===== src/rtl/parking_occupancy_counter.sv =====
// parking_occupancy_counter: gate control and occupancy count for a small car lot.
// Optional macro REJECT_COUNT_EN adds a saturating 8-bit count of refused entries.
module parking_occupancy_counter #(
  parameter int CAPACITY     = 7,
  parameter int GATE_TIMEOUT = 16
) (
  input  logic       clk,
  input  logic       rst_n,
  input  logic       entry_req,
  input  logic       entry_pass,
  input  logic       exit_req,
  input  logic       exit_pass,
  output logic [2:0] parked,
  output logic       full,
  output logic       lot_empty,
  output logic       entry_gate_open,
  output logic       exit_gate_open,
  output logic       entry_reject
`ifdef REJECT_COUNT_EN
  , output logic [7:0] reject_count
`endif
);
  localparam logic E_IDLE = 1'b0;
  localparam logic E_OPEN = 1'b1;
  localparam logic X_IDLE = 1'b0;
  localparam logic X_OPEN = 1'b1;
  localparam logic [2:0] CAP = 3'(CAPACITY);
  localparam logic [7:0] TMO = 8'(GATE_TIMEOUT - 1);
  logic [3:0] s1, s2, prev, ev;
  logic       e_state, x_state;
  logic [7:0] e_tmr, x_tmr;
  logic       inc, dec;
  logic [2:0] parked_nx;
  // Bit order: 0 entry_req, 1 entry_pass, 2 exit_req, 3 exit_pass.
  // Two-flop synchronizer followed by a previous-value register for edge detection.
  always_ff @(posedge clk or negedge rst_n)
    if (!rst_n) begin
      s1   <= '0;
      s2   <= '0;
      prev <= '0;
    end else begin
      s1   <= {exit_pass, exit_req, entry_pass, entry_req};
      s2   <= s1;
      prev <= s2;
    end
  assign ev = s2 & ~prev;
  // Net count change; simultaneous in/out cancels, ends of range are guarded.
  always_comb begin
    inc       = e_state == E_OPEN && ev[1];
    dec       = x_state == X_OPEN && ev[3];
    parked_nx = (inc && !dec && parked != CAP) ? parked + 3'd1 :
                (dec && !inc && parked != 3'd0) ? parked - 3'd1 : parked;
  end
  // Occupancy register with flags derived from the next value so they stay aligned.
  always_ff @(posedge clk or negedge rst_n)
    if (!rst_n) begin
      parked    <= '0;
      full      <= 1'b0;
      lot_empty <= 1'b1;
    end else begin
      parked    <= parked_nx;
      full      <= parked_nx == CAP;
      lot_empty <= parked_nx == 3'd0;
    end
  // Entry gate: open on request if space remains, close on pass or timeout.
  always_ff @(posedge clk or negedge rst_n)
    if (!rst_n) begin
      e_state      <= E_IDLE;
      e_tmr        <= '0;
      entry_reject <= 1'b0;
    end else begin
      entry_reject <= e_state == E_IDLE && ev[0] && parked >= CAP;
      if (e_state == E_IDLE) begin
        e_tmr <= '0;
        if (ev[0] && parked < CAP) e_state <= E_OPEN;
      end else if (ev[1] || e_tmr == TMO) begin
        e_state <= E_IDLE;
        e_tmr   <= '0;
      end else
        e_tmr <= e_tmr + 8'd1;
    end
  // Exit gate: open on request only when a car is inside, close on pass or timeout.
  always_ff @(posedge clk or negedge rst_n)
    if (!rst_n) begin
      x_state <= X_IDLE;
      x_tmr   <= '0;
    end else if (x_state == X_IDLE) begin
      x_tmr <= '0;
      if (ev[2] && parked != 3'd0) x_state <= X_OPEN;
    end else if (ev[3] || x_tmr == TMO) begin
      x_state <= X_IDLE;
      x_tmr   <= '0;
    end else
      x_tmr <= x_tmr + 8'd1;
  assign entry_gate_open = e_state == E_OPEN;
  assign exit_gate_open  = x_state == X_OPEN;
`ifdef REJECT_COUNT_EN
  // Saturating tally of refused entries.
  always_ff @(posedge clk or negedge rst_n)
    if (!rst_n) reject_count <= '0;
    else if (entry_reject && reject_count != 8'hFF) reject_count <= reject_count + 8'd1;
`endif
endmodule


===== config.mk =====
export PLATFORM = sky130hd
export DESIGN_NAME = parking_occupancy_counter
export DESIGN_NICKNAME = d
export VERILOG_FILES = /design/src/rtl/parking_occupancy_counter.sv
export SDC_FILE = /design/constraint.sdc
export NUM_CORES = 1
export LEC_CHECK = 0
export CAP_MARGIN = 10
export CORE_AREA = 2 2 62 64
export CTS_CLUSTER_SIZE = 12
export DETAILED_ROUTE_END_ITERATION = 12
export DIE_AREA = 0 0 64 66
export DONT_BUFFER_PORTS = 1
export GPL_TIMING_DRIVEN = 0
export SLEW_MARGIN = 20
export SYNTH_ARGS = -nofsm -noshare
export SYNTH_HDL_FRONTEND = slang
export SYNTH_SLANG_ARGS = --single-unit

===== constraint.sdc =====
create_clock -name clk -period 1.86 [get_ports clk]
set_input_delay 0.093 -clock clk [delete_from_list [all_inputs] [get_ports clk]]
set_output_delay 0.093 -clock clk [all_outputs]
set_load 0.005 [all_outputs]

Word-level counts from Yosys, hierarchy flattened
Cells that the tools add are included.
{"block": "word_totals", "regBits": 36, "latchBits": 0, "ramBits": 0, "mem_bits_ro": 0, "in_bits": 6, "out_inout_bits": 8, "word_cells": 52, "memories": 0}
{"block": "op_classes", "n_addsub": 4, "multipliers": 0, "div": 0, "magnitude_cmp": 2, "n_eq_ne": 4, "shift": 0, "muxes": 12, "bitwise": 3, "n_reduce_logical": 16}
{"op": "two-way mux 8 bit", "n": 4}
{"op": "adder 8 x 1 -> 8 bit (second input constant)", "n": 2}
{"op": "== test 8 x 4 -> 1 bit (second input constant)", "n": 2}
{"op": "logical AND 1 bit", "n": 10}
{"op": "two-way mux 1 bit", "n": 6}
{"op": "two-way mux 3 bit", "n": 2}
{"op": "AND 4 bit", "n": 1}
{"op": "inverter 4 bit", "n": 1}
{"op": "adder 3 x 1 -> 3 bit (second input constant)", "n": 1}
{"op": "== test 3 bit (second input constant)", "n": 1}
{"op": "greater-or-equal comparator 3 bit (second input constant)", "n": 1}
{"op": "logical NOT 3 bit", "n": 1}
{"op": "< comparator 3 bit (second input constant)", "n": 1}
{"op": "inequality test 3 bit (second input constant)", "n": 1}
{"op": "nonzero test 3 bit", "n": 1}
{"op": "subtractor 3 x 1 -> 3 bit (second input constant)", "n": 1}
{"op": "logical NOT 1 bit", "n": 2}
{"op": "logical OR 1 bit", "n": 2}
{"op": "inverter 1 bit", "n": 1}

Longest topological paths before layout
Gate-level depths: netlist of run 1.
{"block": "logic_depth", "ltp_word": 9, "depth_mapped": 6, "ltp_nobuf": 6}

Least setup slack after synthesis of run 1
OpenSTA, ideal clock, no wires.
{"block": "synth_timing", "path_kind": "register -> register", "start": "register parked[0]", "end": "register parked[1]", "setup_time_ns": 0.127, "arrival_time_ns": 1.602, "required_ns": 1.733, "setup_slack_ns": 0.130, "stages_incl_launch_ff": 7, "n_path_buf": 0, "synth_period_minus_slack_ns": 1.730, "cell_sequence": "dfrtp_1 -> ha_1 -> ha_1 -> and4bb_4 -> o21a_1 -> nor3_1 -> or2_2"}
{"block": "synth_between", "elab_chain_len": 4, "word_cells_on_any_way": 8, "classes_between": "add/sub (2); eq/ne (1); mux (2); reduce/logical (3)"}
{"item": "start: declaration", "line_no": "13", "source": "output logic [2:0] parked,"}
{"item": "start signal: assignment", "line_no": "61", "source": "parked <= parked_nx;"}
{"item": "parallel branches: the longest is 3 deep, another holds subtractor 3 x 1 -> 3 bit"}
{"item": "two-way mux 3 bit (*)", "line_no": "51", "source": "parked_nx = (inc && !dec && parked != CAP) ? parked + 3'd1 :"}
{"item": "named net parked_nx[1]", "line_no": "33", "source": "logic [2:0] parked_nx;"}
Mark *: on every way through the listed nets, which the timed path passes.

Worst setup path in the final report of run 1
{"block": "layout_timing", "start": "register parked[0]", "end": "register lot_empty"}
{"block": "layout_between", "elab_chain_len": 5, "word_cells_on_any_way": 9, "classes_between": "add/sub (2); eq/ne (1); mux (2); reduce/logical (4)"}
{"item": "parallel branches: the longest is 3 deep, another holds subtractor 3 x 1 -> 3 bit"}
{"item": "two-way mux 3 bit (*)", "line_no": "51"}
{"item": "named net parked_nx[0]", "line_no": "33"}
{"item": "logical NOT 3 bit (*)", "line_no": "63", "source": "lot_empty <= parked_nx == 3'd0;"}
{"item": "end signal: assignment", "line_no": "59", "source": "lot_empty <= 1'b1;"}
{"item": "end signal: assignment", "line_no": "63"}
{"item": "end: declaration", "line_no": "15", "source": "output logic lot_empty,"}
Marked as above.

==> impl_metrics.py, run 1 <==
metrics = {
    "setup_path": {
        "worst-path-max-fanout": 6,
        "critPathSlowestCell": "dfrtp_2",
        "reg2regPathDepth": 7,
        "r2r_start": "parked[0]",
        "rrSetupSlack_ns": 0.08,
        "end_kind": "flop",
        "critical_path_required_ns": 2.13,
        "critPathMostFrequentCell": "ha_4",
        "critPathArrivalTime_ns": 2.05,
        "startpoint_type": "flop",
        "critPathTopFamily": "flip-flops",
        "critical_path_class": "reg2reg",
        "r2r-end": "lot_empty",
        "cp_num_buf_inv": 1,
        "critPathMaxStageDelay_ns": 0.48,
        "worstPathCellList": "ha_4 > ha_4 > and4bb_4 > a21oi_1 > a211oi_2 > buf_4 > nor4_2",
    },
    "clock_tree": {
        "cts_tree": "done",
        "numCtsBuffers": 5,
        "clockBufferDepth": 2,
        "htreeDepth": 2,
        "clkTransAtPathRegs_ns": 0.11,
        "insertion_delay_ns": 0.34,
        "root_buffer": "clkbuf_4",
        "cts_sinks": 36,
    },
    "logic_synthesis": {
        "synth-main-ff-cell": "dfrtp_1",
        "syn-num-nets": 140,
        "async_reset_ff_share_pct": 100,
        "yosysWarningCount": 0,
        "synth.avg_cell_area_um2": 12.2,
        "muxShareOfSynthArea_pct": 0,
        "synth_enable_flop_cells": 0,
        "synthCells": 128,
        "synth_seq_area_share_pct": 58.0,
        "synth_xor_area_share_pct": 5.63,
        "synth_compound_area_share_pct": 9.17,
        "synthAdderAreaFrac_pct": 4.83,
        "synth_area_um2": 1560,
        "synth_top_family_by_area": "simple AND/OR/NAND/NOR gates",
        "synthDistinctLibCells": 37,
        "synthSimpleGateAreaFrac_pct": 20.7,
        "yosys_register_bits": 36,
    },
    "sta": {
        "rsz0062_at_grt": "no",
        "worstMarginPinSlew_ns": 0.521,
        "fmax_mhz": 562,
        "slew_violations": 0,
        "timing.hold.ws_ns": 0.187,
        "slew_headroom_pct": 65.3,
        "skew_ns": 0.00663,
        "hold_viol_final": 0,
        "timing.final.crit_share_pct": 95.7,
        "setup_viol": 0,
        "finalSetupTns_ns": 0,
        "post-route-min-period_ns": 1.78,
    },
    "routing": {
        "detail-route-antenna-nets": 0,
        "via_count": 969,
        "drc": 0,
        "first_pass_iters": 4,
        "vias_per_cell": 5.07,
        "wl_per_cell_um": 13.6,
        "drt_iter0_markers": 29,
        "wl_um": 2590,
    },
    "grt": {
        "grtUsageTotal_pct": 14.1,
        "grt_max_degree": 37,
        "overflow": 0,
        "grt_pass1_vias": 1062,
        "use_met2_pct": 23.0,
        "use_met3_pct": 4.77,
        "grtUsageMet1_pct": 16.3,
        "grt_pass1_wl_um": 4470,
        "antenna_found_initial": 0,
        "grt.busiest_layer": "met2",
    },
    "cells_and_area": {
        "nFillCells": 312,
        "fin_area_um2": 1790,
        "final_common_cell": "dfrtp_1",
        "fin_nets": 154,
        "final_cell_mix": "dfrtp_1, nor2_1, inv_1, xor2_1, nand3_1",
        "num_antenna_cells": 0,
        "drive_gt1_share_pct": 21.7,
        "areaGrowthSynthToFinish_pct": 15.0,
        "final_core_util_pct": 50.4,
    },
    "placed_design": {
        "gp_congestion": 0.769,
        "place_area_um2": 1620,
        "port_buffers": 0,
        "hpwl_um": 1710,
    },
    "status": {
        "outcome": "finished clean",
    },
    "die": {
        "die_height_um": 66,
        "num_rows": 22,
        "fp.dieArea_um2": 4220,
        "io_pins": 14,
        "initial_core_util_pct": 43.8,
        "design.core.area_um2": 3550,
        "die_w_um": 64,
    },
    "power_and_ir_drop": {
        "ir_drop_v": 0.000590,
        "powerDensity_nw_per_um2": 1070,
        "leakagePower_nw": 0.804,
        "total_power_mw": 1.92,
    },
    "worst_hold_path": {
        "hp-class": "in2async",
    },
    "job": {
        "drv_cap": 0,
    },
}
[worst max path at each step]
| stage | from | depth (start not counted) | end |
|---|---|---|---|
| 3_3_place_gp | parked[0] | 6 | lot_empty |
| 5_1_grt | parked[0] | 7 | lot_empty |
| 2_1_floorplan | parked[0] | 6 | parked[1] |
| 6_report | parked[0] | 7 | lot_empty |
| 4_1_cts | parked[0] | 6 | full |
| 3_5_place_dp | parked[0] | 6 | lot_empty |
[per-layer routing]
metal	wire length (um)	part of all wire [%]
met5	0	0
met4	46	1.8
met2	1240	48
met1	1200	46
met3	105	4.1
[through the flow]
stage | cells | setup WS (ns)
5_1_grt | 191 | 0.00604
4_1_cts | 190 | 0.0137
3_3_place_gp | 176 | -0.0169
6_report | 191 | 0.0797
2_1_floorplan | 128 | 0.130
3_5_place_dp | 176 | -0.0428
[flip-flops by register name, summed over array words and instances, names as in the netlist]
signal	flops
s1	4
x_tmr	8
parked	3
e_tmr	8
lot_empty	1
entry_gate_open	1
prev	4
entry_reject	1
full	1
s2	4
exit_gate_open	1
[cells by family after synthesis]
family,Yosys count
AOI/OAI and AO/OA,15
buffers and inverters,7
and+or+nand+nor,54
DFF,36
xor gates and xnor gates,10
adders and majority gates,6
[where the power goes]
group          switching [mW]  total (mW)  internal (mW)
Clock                   0.270       0.415          0.145
Sequential              0.126        1.01          0.889
Combinational           0.262       0.491          0.230
Total                   0.658        1.92           1.26
[cell usage after synthesis (2+ instances only)]
library cell | number | area, um2
dfrtp_1 | 35 | 876
nor2_1 | 17 | 63.8
inv_1 | 7 | 26.3
nand3_1 | 7 | 35.0
xor2_1 | 7 | 61.3
ha_1 | 6 | 75.1
a21oi_1 | 5 | 25.0
nand2_1 | 5 | 18.8
and3_1 | 3 | 18.8
xnor2_1 | 3 | 26.3
and2_1 | 2 | 12.5
nand4_1 | 2 | 12.5
nor3_1 | 2 | 10.0
o21ai_0 | 2 | 10.0
or3_1 | 2 | 12.5
or4_1 | 2 | 15.0
[final cells by class]
type | count | area [um2] | area share [%]
Clock buffer | 5 | 37.5 | 2.10
Clock inverter | 3 | 18.8 | 1.05
Inverter | 7 | 26.3 | 1.47
Multi-Input combinational cell | 85 | 663 | 37.1
Sequential cell | 36 | 905 | 50.6
Tap cell | 48 | 60.1 | 3.36
Timing Repair Buffer | 7 | 77.6 | 4.34
[worst register-to-register path, stage by stage, from the launching register on]
cell and delay [ns]:
dfrtp_2 0.48, ha_4 0.19, ha_4 0.16, and4bb_4 0.33, a21oi_1 0.08, a211oi_2 0.29
buf_4 0.16, nor4_2 0.03
[timing repair]
item,CTS,global route
hold endpoints to repair,40,0
hold buffers,6,0
endpoints found under the setup margin,3,3
buffers inserted,0,1
pin swaps,2,2
gates resized for setup,1,7
(Power assumes the default switching activity.)
==> run 2: changes to the inputs <==
Settings changed: GPL_TIMING_DRIVEN 0 to not set.
==> impl_metrics.py, run 2 (synthesis gave the netlist of run 1 again) <==
metrics = {
    "setup_path": {
        "r2r_start": "parked[0]",
        "startpoint_type": "flop",
        "critical_path_class": "reg2reg",
        "critPathMostFrequentCell": "ha_1",
        "worstPathCellList": "ha_1 > ha_1 > and4bb_4 > a21oi_1 > a211oi_4 > o211a_1",
        "end_kind": "flop",
        "worst-path-max-fanout": 5,
        "critPathMaxStageDelay_ns": 0.40,
        "crit_start": "parked[0]",
        "critPathArrivalTime_ns": 2.08,
        "critPathSlowestCell": "dfrtp_1",
        "critical_path_required_ns": 2.15,
    },
    "grt": {
        "grt_pass1_wl_um": 4570,
        "grt_pass1_vias": 1004,
        "grt_max_degree": 37,
        "antenna_found_initial": 0,
        "overflow": 0,
        "grtUsageTotal_pct": 14.4,
    },
    "cells_and_area": {
        "nFillCells": 309,
        "areaGrowthSynthToFinish_pct": 15.8,
        "final_cell_mix": "dfrtp_1, nor2_1, inv_1, xor2_1, nand3_1",
        "final_common_cell": "dfrtp_1",
        "num_antenna_cells": 0,
        "top_regs": "e_tmr: 8 flops, x_tmr: 8 flops",
        "fin_area_um2": 1800,
        "drive_gt1_share_pct": 19.4,
        "fin_nets": 155,
    },
    "sta": {
        "timing.hold.ws_ns": 0.199,
        "slew_violations": 0,
        "skew_ns": 0.0152,
        "setup_viol": 0,
        "timing.final.crit_share_pct": 96.1,
        "hold_viol_final": 0,
        "slew_headroom_pct": 68.6,
        "worstMarginPinSlew_ns": 0.472,
        "fmax_mhz": 559,
        "post-route-min-period_ns": 1.79,
    },
    "die": {
        "die_w_um": 64,
        "die_height_um": 66,
        "initial_core_util_pct": 43.8,
        "design.core.area_um2": 3550,
        "fp.dieArea_um2": 4220,
        "io_pins": 14,
        "num_rows": 22,
    },
    "routing": {
        "drc": 0,
        "topRoutingLayerUsed": "met4",
        "first_pass_iters": 4,
        "met2_length_um": 1180,
        "drt_iter0_markers": 44,
        "detail-route-antenna-nets": 0,
        "wl_um": 2610,
        "wl_met3_um": 114,
        "via_count": 974,
        "wl_per_cell_um": 13.6,
        "drt-met1-wl_um": 1280,
        "vias_per_cell": 5.07,
    },
    "power_and_ir_drop": {
        "internal_power_mw": 1.41,
        "p_sw_mw": 0.661,
        "ir_drop_v": 0.000649,
        "p_sw_share_pct": 31.9,
        "combPwrFrac_pct": 26.0,
        "seqPwrFrac_pct": 47.4,
        "powerDensity_nw_per_um2": 1150,
        "leakagePower_nw": 0.825,
        "power_frac_clock_pct": 26.7,
    },
    "clock_tree": {
        "cts_tree": "done",
        "clkTransAtPathRegs_ns": 0.12,
        "insertion_delay_ns": 0.34,
        "cts_sinks": 36,
        "htreeDepth": 2,
        "numCtsBuffers": 5,
        "root_buffer": "clkbuf_4",
        "cts_setup_buffers": 0,
        "clockBufferDepth": 2,
    },
    "placed_design": {
        "hpwl_um": 1740,
        "port_buffers": 0,
        "gp_congestion": 0.876,
        "place_area_um2": 1630,
    },
    "job": {
        "drv_cap": 0,
    },
    "worst_hold_path": {
        "hp-class": "in2async",
    },
    "status": {
        "outcome": "finished clean",
    },
}
-- run 2: cell count changes in the layout (fill, tap and decap cells not counted), sizes merged --
cell | before | now
clkinvlp | 0 | 1
buf | 2 | 3
bufinv | 0 | 1
clkinv | 3 | 1
-- run 2: power by group through the flow --
| stage | Sequential [mW] | Clock (mW) | Combinational (mW) |
|---|---|---|---|
| 2_1_floorplan | 0.986 | 0 | 0.332 |
| 3_3_place_gp | 0.992 | 0 | 0.444 |
| 3_5_place_dp | 0.998 | 0 | 0.458 |
| 4_1_cts | 0.982 | 0.566 | 0.488 |
| 5_1_grt | 0.997 | 0.596 | 0.601 |
| 6_report | 0.980 | 0.552 | 0.538 |
-- run 2: area by class of cell --
cell class,count,area [um2],area share [%]
Clock buffer,5,37.5,2.08
Clock inverter,3,42.5,2.36
Inverter,7,26.3,1.46
Multi-Input combinational cell,85,648,36.0
Sequential cell,36,902,50.1
Tap cell,48,60.1,3.33
Timing Repair Buffer,8,85.1,4.72
-- run 2: timing repair --
item	4_1_cts	5_1_grt
hold buffers	6	0
endpoints found under the hold margin	40	0
setup endpoints to repair	0	2
resized for setup	0	3
-- run 2: worst max-delay path, delay by kind of cell (launching register included) --
kind | cells | cell delay [ns]
adders and majority gates | 2 | 0.41
DFF | 1 | 0.40
AOI/OAI and AO/OA | 3 | 0.58
and+or+nand+nor | 1 | 0.34
-- run 2: final timing paths --
check	endpoint	slack [ns]	cells past startpoint
setup / recovery	full	0.07	6
hold / removal	parked[0]	0.20	2
setup reg to reg	full	0.07	6
hold reg to reg	s2[3]	0.38	0
max in group asynchronous	lot_empty	1.42	2
min in group clk	s1[3]	0.29	1
-- run 2: stage by stage --
stage	util, %	total power [mW]	instances	setup WS (ns)	TNS [ns]
2_1_floorplan	-	1.32	128	0.130	0
3_3_place_gp	45.9	1.44	178	0.133	0
5_1_grt	50.7	2.19	192	-0.00532	-0.00532
6_report	50.7	2.07	192	0.0720	0
3_5_place_dp	45.9	1.46	178	0.0695	0
4_1_cts	50.1	2.04	192	0.0415	0
-- run 2: per-layer routing --
layer	global-route usage [%]	vias to the layer above
li1	-	476
met1	18.7	474
met2	21.2	19
met3	4.77	5
met4	8.15	0
met5	0	-
